--- config.mk ---
export PLATFORM = sky130hd
export DESIGN_NAME = pwm_capture_flat
export DESIGN_NICKNAME = d
export VERILOG_FILES = /design/src/rtl/pwm_capture_pkg.sv /design/src/rtl/pwm_capture_if.sv /design/src/rtl/pwm_duty_div.sv /design/src/rtl/pwm_capture.sv /design/src/flat_wrapper.sv
export SDC_FILE = /design/constraint.sdc
export NUM_CORES = 1
export LEC_CHECK = 0
export CAP_MARGIN = 15
export CORE_UTILIZATION = 40
export DETAILED_ROUTE_END_ITERATION = 12
export REMOVE_ABC_BUFFERS = 1
export SETUP_SLACK_MARGIN = 0.15
export SYNTH_ARGS = -nofsm -noshare
export SYNTH_HDL_FRONTEND = slang
export SYNTH_SLANG_ARGS = --single-unit
export TNS_END_PERCENT = 10
--- constraint.sdc ---
create_clock -name clk -period 4.47 [get_ports clk]
set_input_delay 0.894 -clock clk [delete_from_list [all_inputs] [get_ports clk]]
set_output_delay 0.894 -clock clk [all_outputs]
set_load 0.1 [all_outputs]
--- src/rtl/pwm_capture_pkg.sv ---
// Shared types and constants for the PWM capture block.
// Holds the FSM state enum, the 32-bit count type, the duty scale constant
// and the measurement payload published on the capture bus.
package pwm_capture_pkg;

  localparam int unsigned CNT_W      = 32;
  localparam int unsigned DUTY_W     = 7;
  localparam int unsigned PROD_W     = 39;
  localparam int unsigned DUTY_SCALE = 100;

  typedef logic [CNT_W-1:0]  count_t;
  typedef logic [DUTY_W-1:0] duty_t;
  typedef logic [PROD_W-1:0] prod_t;

  typedef enum logic [1:0] {
    ST_IDLE = 2'd0,
    ST_HIGH = 2'd1,
    ST_LOW  = 2'd2
  } state_e;

  typedef struct packed {
    count_t period;
    count_t high_time;
    duty_t  duty_pct;
  } meas_t;

  // high_time scaled to percent units; 39 bits hold any 32-bit count * 100.
  function automatic prod_t scale_high(input count_t high);
    return PROD_W'(high) * PROD_W'(DUTY_SCALE);
  endfunction

endpackage

--- src/rtl/pwm_capture_if.sv ---
// Capture bus: PWM input plus the published measurement and status pulses.
// master: the capture block (samples pwm_in, drives results).
// slave:  the consumer (drives pwm_in, observes results).
interface pwm_capture_if;
  import pwm_capture_pkg::*;

  logic   pwm_in;
  count_t period;
  count_t high_time;
  duty_t  duty_pct;
  logic   meas_valid;
  logic   overrun;
  logic   timeout;

  modport master (
    input  pwm_in,
    output period, high_time, duty_pct, meas_valid, overrun, timeout
  );

  modport slave (
    output pwm_in,
    input  period, high_time, duty_pct, meas_valid, overrun, timeout
  );

endinterface

--- src/rtl/pwm_duty_div.sv ---
// Sequential restoring divider producing the 7-bit duty quotient.
// Ports: clk, rst_n; start (load operands when idle); dividend (39 b),
// divisor (32 b); busy (load cycle through publish cycle); done (one-cycle
// pulse, quotient valid); quotient (7 b, floor(dividend/divisor)).
module pwm_duty_div
  import pwm_capture_pkg::*;
(
  input  logic   clk,
  input  logic   rst_n,
  input  logic   start,
  input  prod_t  dividend,
  input  count_t divisor,
  output logic   busy,
  output logic   done,
  output duty_t  quotient
);

  localparam int unsigned STEP_W    = 4;
  localparam int unsigned LAST_BIT  = DUTY_W - 1;
  localparam int unsigned HOLD_STEP = DUTY_W + 1;

  prod_t              rem_q;
  prod_t              dsh_q;
  duty_t              quo_q;
  logic [STEP_W-1:0]  step_q;
  logic               busy_q;
  logic               done_q;
  logic               fits_c;
  prod_t              diff_c;

  // Trial subtraction of the aligned divisor from the partial remainder.
  always_comb begin
    fits_c = (rem_q >= dsh_q);
    diff_c = rem_q - dsh_q;
  end

  // Steps 0..6 resolve one quotient bit each, MSB first; busy is held two
  // further steps (done cycle + publish cycle) so a new capture can never
  // land before the previous result is out, giving a 10-cycle minimum period.
  always_ff @(posedge clk or negedge rst_n) begin
    if (!rst_n) begin
      rem_q  <= '0;
      dsh_q  <= '0;
      quo_q  <= '0;
      step_q <= '0;
      busy_q <= 1'b0;
      done_q <= 1'b0;
    end else if (start && !busy_q) begin
      rem_q  <= dividend;
      dsh_q  <= PROD_W'(divisor) << LAST_BIT;
      quo_q  <= '0;
      step_q <= '0;
      busy_q <= 1'b1;
      done_q <= 1'b0;
    end else if (busy_q) begin
      done_q <= 1'b0;
      if (step_q < STEP_W'(DUTY_W)) begin
        if (fits_c) begin
          rem_q <= diff_c;
        end
        quo_q  <= {quo_q[DUTY_W-2:0], fits_c};
        dsh_q  <= dsh_q >> 1;
        done_q <= (step_q == STEP_W'(LAST_BIT));
      end
      if (step_q == STEP_W'(HOLD_STEP)) begin
        busy_q <= 1'b0;
      end
      step_q <= step_q + STEP_W'(1);
    end else begin
      done_q <= 1'b0;
    end
  end

  assign busy     = busy_q;
  assign done     = done_q;
  assign quotient = quo_q;

endmodule

--- src/rtl/pwm_capture.sv ---
// PWM period / high-time / duty measurement with edge-loss timeout.
// Ports: clk, rst_n (async active-low); bus (master modport):
//   pwm_in in; period, high_time (32 b), duty_pct (7 b) measurement;
//   meas_valid pulse on update; overrun pulse on dropped capture;
//   timeout level while no rising edge within TIMEOUT_CYCLES.
module pwm_capture
  import pwm_capture_pkg::*;
#(
  parameter int unsigned CLK_FREQ       = 100_000_000,
  parameter int unsigned TIMEOUT_CYCLES = CLK_FREQ / 50
) (
  input  logic          clk,
  input  logic          rst_n,
  pwm_capture_if.master bus
);

  // Counters stop one short of the limit: the step that would reach it
  // goes to IDLE instead, so timeout shows exactly TIMEOUT_CYCLES after an edge.
  localparam count_t TIMEOUT_LAST = CNT_W'(TIMEOUT_CYCLES - 1);

  logic   sync1_q, sync2_q, hist_q;
  logic   rise_c, fall_c, rise_next_c;

  state_e state_q, state_d;
  count_t cnt_period_q, cnt_period_d;
  count_t cnt_high_q, cnt_high_d;
  count_t idle_cnt_q, idle_cnt_d;
  logic   timeout_q, timeout_d;
  logic   complete_c;

  logic   div_start_c;
  logic   div_busy;
  logic   div_done;
  duty_t  div_quotient;

  count_t cap_period_q, cap_high_q;
  meas_t  meas_q;
  logic   meas_valid_q;
  logic   overrun_q;

  // Two-flop synchronizer plus history flop for edge detection.
  always_ff @(posedge clk or negedge rst_n) begin
    if (!rst_n) begin
      sync1_q <= 1'b0;
      sync2_q <= 1'b0;
      hist_q  <= 1'b0;
    end else begin
      sync1_q <= bus.pwm_in;
      sync2_q <= sync1_q;
      hist_q  <= sync2_q;
    end
  end

  assign rise_c      = sync2_q & ~hist_q;
  assign fall_c      = ~sync2_q & hist_q;
  // A rise one stage up the synchronizer is certain to be detected next
  // cycle; clearing on it lets the registered timeout drop in the detect cycle.
  assign rise_next_c = sync1_q & ~sync2_q;

  // State register and counters.
  always_ff @(posedge clk or negedge rst_n) begin
    if (!rst_n) begin
      state_q      <= ST_IDLE;
      cnt_period_q <= '0;
      cnt_high_q   <= '0;
      idle_cnt_q   <= '0;
      timeout_q    <= 1'b0;
    end else begin
      state_q      <= state_d;
      cnt_period_q <= cnt_period_d;
      cnt_high_q   <= cnt_high_d;
      idle_cnt_q   <= idle_cnt_d;
      timeout_q    <= timeout_d;
    end
  end

  // Next state, counter updates and completion detect.
  always_comb begin
    state_d      = state_q;
    cnt_period_d = cnt_period_q;
    cnt_high_d   = cnt_high_q;
    idle_cnt_d   = idle_cnt_q;
    timeout_d    = timeout_q;
    complete_c   = 1'b0;

    case (state_q)
      ST_IDLE: begin
        cnt_period_d = '0;
        cnt_high_d   = '0;
        if (rise_c) begin
          state_d      = ST_HIGH;
          cnt_period_d = CNT_W'(1);
          cnt_high_d   = CNT_W'(1);
          idle_cnt_d   = '0;
        end else if (!timeout_q) begin
          // Silence counter used only until the first timeout after reset.
          if (idle_cnt_q == TIMEOUT_LAST) begin
            timeout_d  = 1'b1;
            idle_cnt_d = '0;
          end else begin
            idle_cnt_d = idle_cnt_q + CNT_W'(1);
          end
        end
      end

      ST_HIGH, ST_LOW: begin
        if (rise_c) begin
          // In HIGH cnt_high tracks cnt_period, so a missed fall yields
          // high_time == period with no special case.
          complete_c   = 1'b1;
          state_d      = ST_HIGH;
          cnt_period_d = CNT_W'(1);
          cnt_high_d   = CNT_W'(1);
        end else if (cnt_period_q == TIMEOUT_LAST) begin
          state_d      = ST_IDLE;
          cnt_period_d = '0;
          cnt_high_d   = '0;
          timeout_d    = 1'b1;
        end else begin
          cnt_period_d = cnt_period_q + CNT_W'(1);
          if (state_q == ST_HIGH) begin
            if (fall_c) begin
              state_d = ST_LOW;
            end else begin
              cnt_high_d = cnt_high_q + CNT_W'(1);
            end
          end
        end
      end

      default: begin
        state_d      = ST_IDLE;
        cnt_period_d = '0;
        cnt_high_d   = '0;
      end
    endcase

    if (rise_next_c) begin
      timeout_d = 1'b0;
    end
  end

  assign div_start_c = complete_c & ~div_busy;

  pwm_duty_div u_div (
    .clk      (clk),
    .rst_n    (rst_n),
    .start    (div_start_c),
    .dividend (scale_high(cnt_high_q)),
    .divisor  (cnt_period_q),
    .busy     (div_busy),
    .done     (div_done),
    .quotient (div_quotient)
  );

  // Captured operands wait here until the divider result publishes them.
  always_ff @(posedge clk or negedge rst_n) begin
    if (!rst_n) begin
      cap_period_q <= '0;
      cap_high_q   <= '0;
      meas_q       <= '0;
      meas_valid_q <= 1'b0;
      overrun_q    <= 1'b0;
    end else begin
      if (div_start_c) begin
        cap_period_q <= cnt_period_q;
        cap_high_q   <= cnt_high_q;
      end
      if (div_done) begin
        meas_q <= '{period: cap_period_q, high_time: cap_high_q, duty_pct: div_quotient};
      end
      meas_valid_q <= div_done;
      overrun_q    <= complete_c & div_busy;
    end
  end

  assign bus.period     = meas_q.period;
  assign bus.high_time  = meas_q.high_time;
  assign bus.duty_pct   = meas_q.duty_pct;
  assign bus.meas_valid = meas_valid_q;
  assign bus.overrun    = overrun_q;
  assign bus.timeout    = timeout_q;

endmodule

--- src/flat_wrapper.sv ---
// flat-port wrapper written by rule: the top's interface ports become plain ports
module pwm_capture_flat import pwm_capture_pkg::*;
#(
  parameter int unsigned CLK_FREQ       = 100_000_000,
  parameter int unsigned TIMEOUT_CYCLES = CLK_FREQ / 50
)
  (clk, rst_n, bus_pwm_in, bus_period, bus_high_time, bus_duty_pct, bus_meas_valid, bus_overrun, bus_timeout);
  pwm_capture_if bus_i ();
  input  logic clk;
  input  logic rst_n;
  input wire logic [$bits(bus_i.pwm_in)-1:0] bus_pwm_in;
  output wire logic [$bits(bus_i.period)-1:0] bus_period;
  output wire logic [$bits(bus_i.high_time)-1:0] bus_high_time;
  output wire logic [$bits(bus_i.duty_pct)-1:0] bus_duty_pct;
  output wire logic [$bits(bus_i.meas_valid)-1:0] bus_meas_valid;
  output wire logic [$bits(bus_i.overrun)-1:0] bus_overrun;
  output wire logic [$bits(bus_i.timeout)-1:0] bus_timeout;
  assign bus_i.pwm_in = bus_pwm_in;
  assign bus_period = bus_i.period;
  assign bus_high_time = bus_i.high_time;
  assign bus_duty_pct = bus_i.duty_pct;
  assign bus_meas_valid = bus_i.meas_valid;
  assign bus_overrun = bus_i.overrun;
  assign bus_timeout = bus_i.timeout;
  pwm_capture #(.CLK_FREQ(CLK_FREQ), .TIMEOUT_CYCLES(TIMEOUT_CYCLES)) u_core (.clk(clk), .rst_n(rst_n), .bus(bus_i));
endmodule
==> implementation parameters <==
Parameter                              Value

Outcome
  Outcome ... complete, no violations

Synthesis
  Async set or reset register ratio after synthesis ... 1.000
  Main flop type after synthesis ... sky130_fd_sc_hd__dfrtp_1
  Post-Synthesis Cells ... ~2100
  Synth area leaders ... sky130_fd_sc_hd__dfrtp_1 41%, sky130_fd_sc_hd__ha_1 9.4%, sky130_fd_sc_hd__nand2_1 5.9%, sky130_fd_sc_hd__mux2_2 4.1%, sky130_fd_sc_hd__o21ai_0 3.9%
  Fraction of synthesized cell area taken by the top area cell type ... 0.4147
  Post-synthesis sequential element count ... ~330
  Compound-Gate Fraction of Synth Area ... 0.1386
  Netlist area before placement ... between 15000 and 20000 sq um
  Portion of netlist area occupied by mux cells ... 0.06252
  Xor and xnor area share after synthesis ... 0.04764
  Average instance area after synthesis ... 9.256 sq um
  Total of warnings raised by yosys ... 0
  Fraction of the yosys area taken by sequential cells ... 0.4147
  Cell taking the most area after synthesis ... sky130_fd_sc_hd__dfrtp_1
  Dominant combinational cell family by area after synthesis ... simple AND/OR/NAND/NOR gates
  Area share of fa/ha/maj cells after synthesis ... 0.1221
  Post-synthesis share of cell area spent on and, or, nand and nor gates ... 0.1593
  Netlist cell types ... 78
  Number of enable-type register cells in the synthesized netlist ... 0

Global routing
  Grt ovf ... 0
  Gr usage total ... 0.1941
  Largest net degree at the start of global routing ... approximately 110
  Via count of the first global-routing pass ... 15485
  Number of antenna violations at the first check in global routing ... 0
  First-pass GRT wire length ... 79580 um

Power
  Switching Power ... ~4.9 mW
  Net Sw Frac ... 0.3907
  Internal power ... roughly 7.6 mW
  Peak ir drop on the vdd network ... roughly 0.31 mV
  Power per Cell Area ... 544.5 nW/um^2
  Sequential power share ... 0.301
  Leakage component of the power ... 10.99 nW
  Gate power share ... 0.409
  Clock power share ... 0.290

Critical path
  Depth of the worst register-to-register path ... 15
  CP Data Arrival Time ... 4450 ps
  Sequence of cells on the critical path ... ha_1 -> ha_1 -> inv_1 -> fa_1 -> inv_1 -> ha_1 -> o21ai_1 -> o211ai_1 -> a221oi_2 -> or4_4 -> a31oi_4 -> a21oi_1 -> o31ai_2 -> xnor2_1 -> a22oi_1
  Combined buffer and inverter count along the critical path ... 2
  Critical path required time ... slightly below 5000 ps
  Reg2Reg Capture Point ... u_core.u_div.rem_q[37]
  Critical Path Source Type ... flop
  Crit path capture type ... flop
  Setup Crit Path Kind ... reg2reg
  Slowest Stage Delay on Critical Path ... between 500 and 600 ps
  Most frequent cell on the critical path ... sky130_fd_sc_hd__ha_1
  Reg-to-reg startpoint ... u_core.cnt_high_q[3]
  Worst-path maximum fanout ... 6
  Reg-to-reg slack, setup ... between 400 and 500 ps
  Slowest cell on crit path ... sky130_fd_sc_hd__or4_4
  Top Family by Delay on Critical Path ... adder cells

Placement
  DP Worst Slack ... just under 400 ps
  Number of buffers inserted by port buffering ... between 70 and 80
  Routability congestion estimate from global placement ... between 0.8 and 0.9
  Placed wire-length estimate ... 34270 um
  DP Area ... 21340 sq um

Final layout
  Fillcell total ... 4705
  Most frequent cells in the layout ... 327 x sky130_fd_sc_hd__dfrtp_1, 314 x sky130_fd_sc_hd__nand2_1, 197 x sky130_fd_sc_hd__inv_1
  Finished Cell Area ... approximately 23000 sq um
  Area taken by multi-input logic gates ... around 11000 sq um
  Final design utilization ... 0.4658
  Antenna Cells ... 0
  FF+latch area ... around 8000 sq um
  Most frequent standard cell in the layout excluding fill and tap cells ... sky130_fd_sc_hd__dfrtp_1
  Synthesis-to-layout area growth ... 14.85%
  Share of layout cells above drive strength 1 ... 0.08547
  Number of nets in the finished design ... between 2000 and 2500

Timing
  Worst slew margin relative to its limit ... 0.2629
  Total count of hold-check failures in the final report ... 0
  Slew of the pin with the lowest slew margin ... 1103 ps
  Final period demand of the worst path ... 4053 ps
  Number of max-slew violations in the final report ... 0
  Final worst setup slack ... 416.6 ps
  Part of the cycle the worst path needs ... 0.9068
  Final-report setup violation count ... 0
  Unrepaired setup endpoints after global routing ... no
  Highest Clock Rate ... approximately 250 MHz
  Post-route clock skew ... between 20 and 25 ps

CTS
  # resized after CTS ... 0
  Clock insertion delay at the later pin of the skew report ... ~570 ps
  Number of H-tree branching levels ... 2
  Count of hold-fix buffers inserted at cts ... 0
  Clock tree from TritonCTS ... done
  Clk pin slew, worst setup/hold paths ... approximately 60 ps
  Clock tree root buffer cell ... sky130_fd_sc_hd__clkbuf_16
  Maximum buffer depth of the clock tree ... 3
  Inserted Clock Buffers ... 39
  Clock sink count ... ~330
  Post-CTS setup buffer count ... 0

Drt
  Post-detailed-route via-to-cell ratio ... around 5.3
  WL/cell ... 16.23 um
  Total Wirelength ... ~47000 um
  Antenna-violating nets left ... 0
  Number of DRC markers after the initial detailed-route iteration ... 853
  DRC violations left ... 0
  Length of the first detailed-routing pass in iterations ... 5
  Vias after detailed routing ... between 15000 and 20000

Floorplan
  Core Box Area ... 48950 sq um
  Initial Utilization ... 0.4056
  Die extent in y ... roughly 220 um
  Number of rows in the core area ... 81
  Area of the die ... just over 50000 sq um
  Number of I/O pins ... 77
  X dimension of the die ... 224.8 um

Min path
  Hold Path Class ... in2async

Run
  Count of max-cap constraint violations ... 0
[through the flow]
stage	power, mW	instances	TNS [ps]	hold slack (ps)
finish	12.41	2887	0	376.5
global route	13.27	2887	0	389.6
CTS	12.55	2887	0	385.1
detailed placement	8.861	2818	0	370.2
global placement	8.790	2818	0	368.1
floorplan	7.415	2059	-5158	353.9
[worst register-to-register path: stages, from the launching register on]
cell and delay [ps]:
sky130_fd_sc_hd__dfrtp_1 430, sky130_fd_sc_hd__ha_1 320, sky130_fd_sc_hd__ha_1 280, sky130_fd_sc_hd__inv_1 50, sky130_fd_sc_hd__fa_1 490, sky130_fd_sc_hd__inv_1 40, sky130_fd_sc_hd__ha_1 300, sky130_fd_sc_hd__o21ai_1 110
sky130_fd_sc_hd__o211ai_1 350, sky130_fd_sc_hd__a221oi_2 140, sky130_fd_sc_hd__or4_4 530, sky130_fd_sc_hd__a31oi_4 200, sky130_fd_sc_hd__a21oi_1 130, sky130_fd_sc_hd__o31ai_2 280, sky130_fd_sc_hd__xnor2_1 140, sky130_fd_sc_hd__a22oi_1 100
[logic make-up after synthesis]
group	Yosys count
adders and majority gates	177
DFF	329
xor gates and xnor gates	108
buffers and inverters	283
muxes	115
AOI/OAI and AO/OA	447
and+or+nand+nor	686
[area by class of cell]
class | instances | area share
sequential | 329 | 0.3613
clock buffer | 51 | 0.04790
inverter | 197 | 0.03243
multi-input combinational | 1533 | 0.4634
timing repair buffer | 95 | 0.04258
clock inverter | 18 | 0.01597
tap | 664 | 0.03644
[power by group through the flow]
stage	logic [mW]	clock network [mW]	registers (mW)
after global placement	5.00	0	3.79
final	5.08	3.60	3.74
after floorplan	3.43	0	3.98
after global routing	5.65	3.82	3.80
after CTS	5.09	3.71	3.75
after detailed placement	5.06	0	3.80
[registers in the layout, indices dropped and copies added, names as in the netlist, 2 cells and up]
name	count
u_core.bus.duty_pct	7
u_core.bus.high_time	32
u_core.bus.period	32
u_core.cap_high_q	32
u_core.cap_period_q	32
u_core.cnt_high_q	32
u_core.cnt_period_q	32
u_core.idle_cnt_q	32
u_core.state_q	2
u_core.u_div.dsh_q	38
u_core.u_div.quotient	7
u_core.u_div.rem_q	39
u_core.u_div.step_q	4
[worst max-delay path by stage]
stage | depth (start not counted) | endpoint | from
after floorplan | 6 | u_core.u_div.quotient[1] | u_core.state_q[1]
after global placement | 15 | u_core.u_div.rem_q[37] | u_core.cnt_high_q[10]
after detailed placement | 15 | u_core.u_div.rem_q[37] | u_core.cnt_high_q[10]
after CTS | 15 | u_core.u_div.rem_q[37] | u_core.cnt_high_q[10]
after global routing | 15 | u_core.u_div.rem_q[37] | u_core.cnt_high_q[3]
final | 15 | u_core.u_div.rem_q[37] | u_core.cnt_high_q[3]
[layer usage]
layer,vias to the layer above,part of all wire,global-route usage
met5,-,0,0
li1,7468,-,-
met4,0,0.024,0.06144
met2,224,0.47,0.3156
met1,7500,0.47,0.2671
met3,68,0.036,0.02613
[synthesized netlist by cell type (12+ instances only)]
library cell and number:
sky130_fd_sc_hd__dfrtp_1 329, sky130_fd_sc_hd__nand2_1 314, sky130_fd_sc_hd__inv_1 197, sky130_fd_sc_hd__o21ai_0 153, sky130_fd_sc_hd__ha_1 149, sky130_fd_sc_hd__nor2_1 136
sky130_fd_sc_hd__a21oi_1 110, sky130_fd_sc_hd__mux2_2 72, sky130_fd_sc_hd__nand3_1 66, sky130_fd_sc_hd__clkbuf_1 62, sky130_fd_sc_hd__xnor2_1 57, sky130_fd_sc_hd__xor2_1 51
sky130_fd_sc_hd__mux2i_1 43, sky130_fd_sc_hd__a21o_1 36, sky130_fd_sc_hd__and3_1 34, sky130_fd_sc_hd__a31oi_1 31, sky130_fd_sc_hd__nand4_1 31, sky130_fd_sc_hd__fa_1 28
sky130_fd_sc_hd__buf_2 17, sky130_fd_sc_hd__nor3_1 16, sky130_fd_sc_hd__and2_1 14, sky130_fd_sc_hd__o21a_1 13, sky130_fd_sc_hd__or3_1 13, sky130_fd_sc_hd__nor2b_1 12
sky130_fd_sc_hd__o211ai_1 12
No activity file was read; power rests on OpenSTA's default activity.
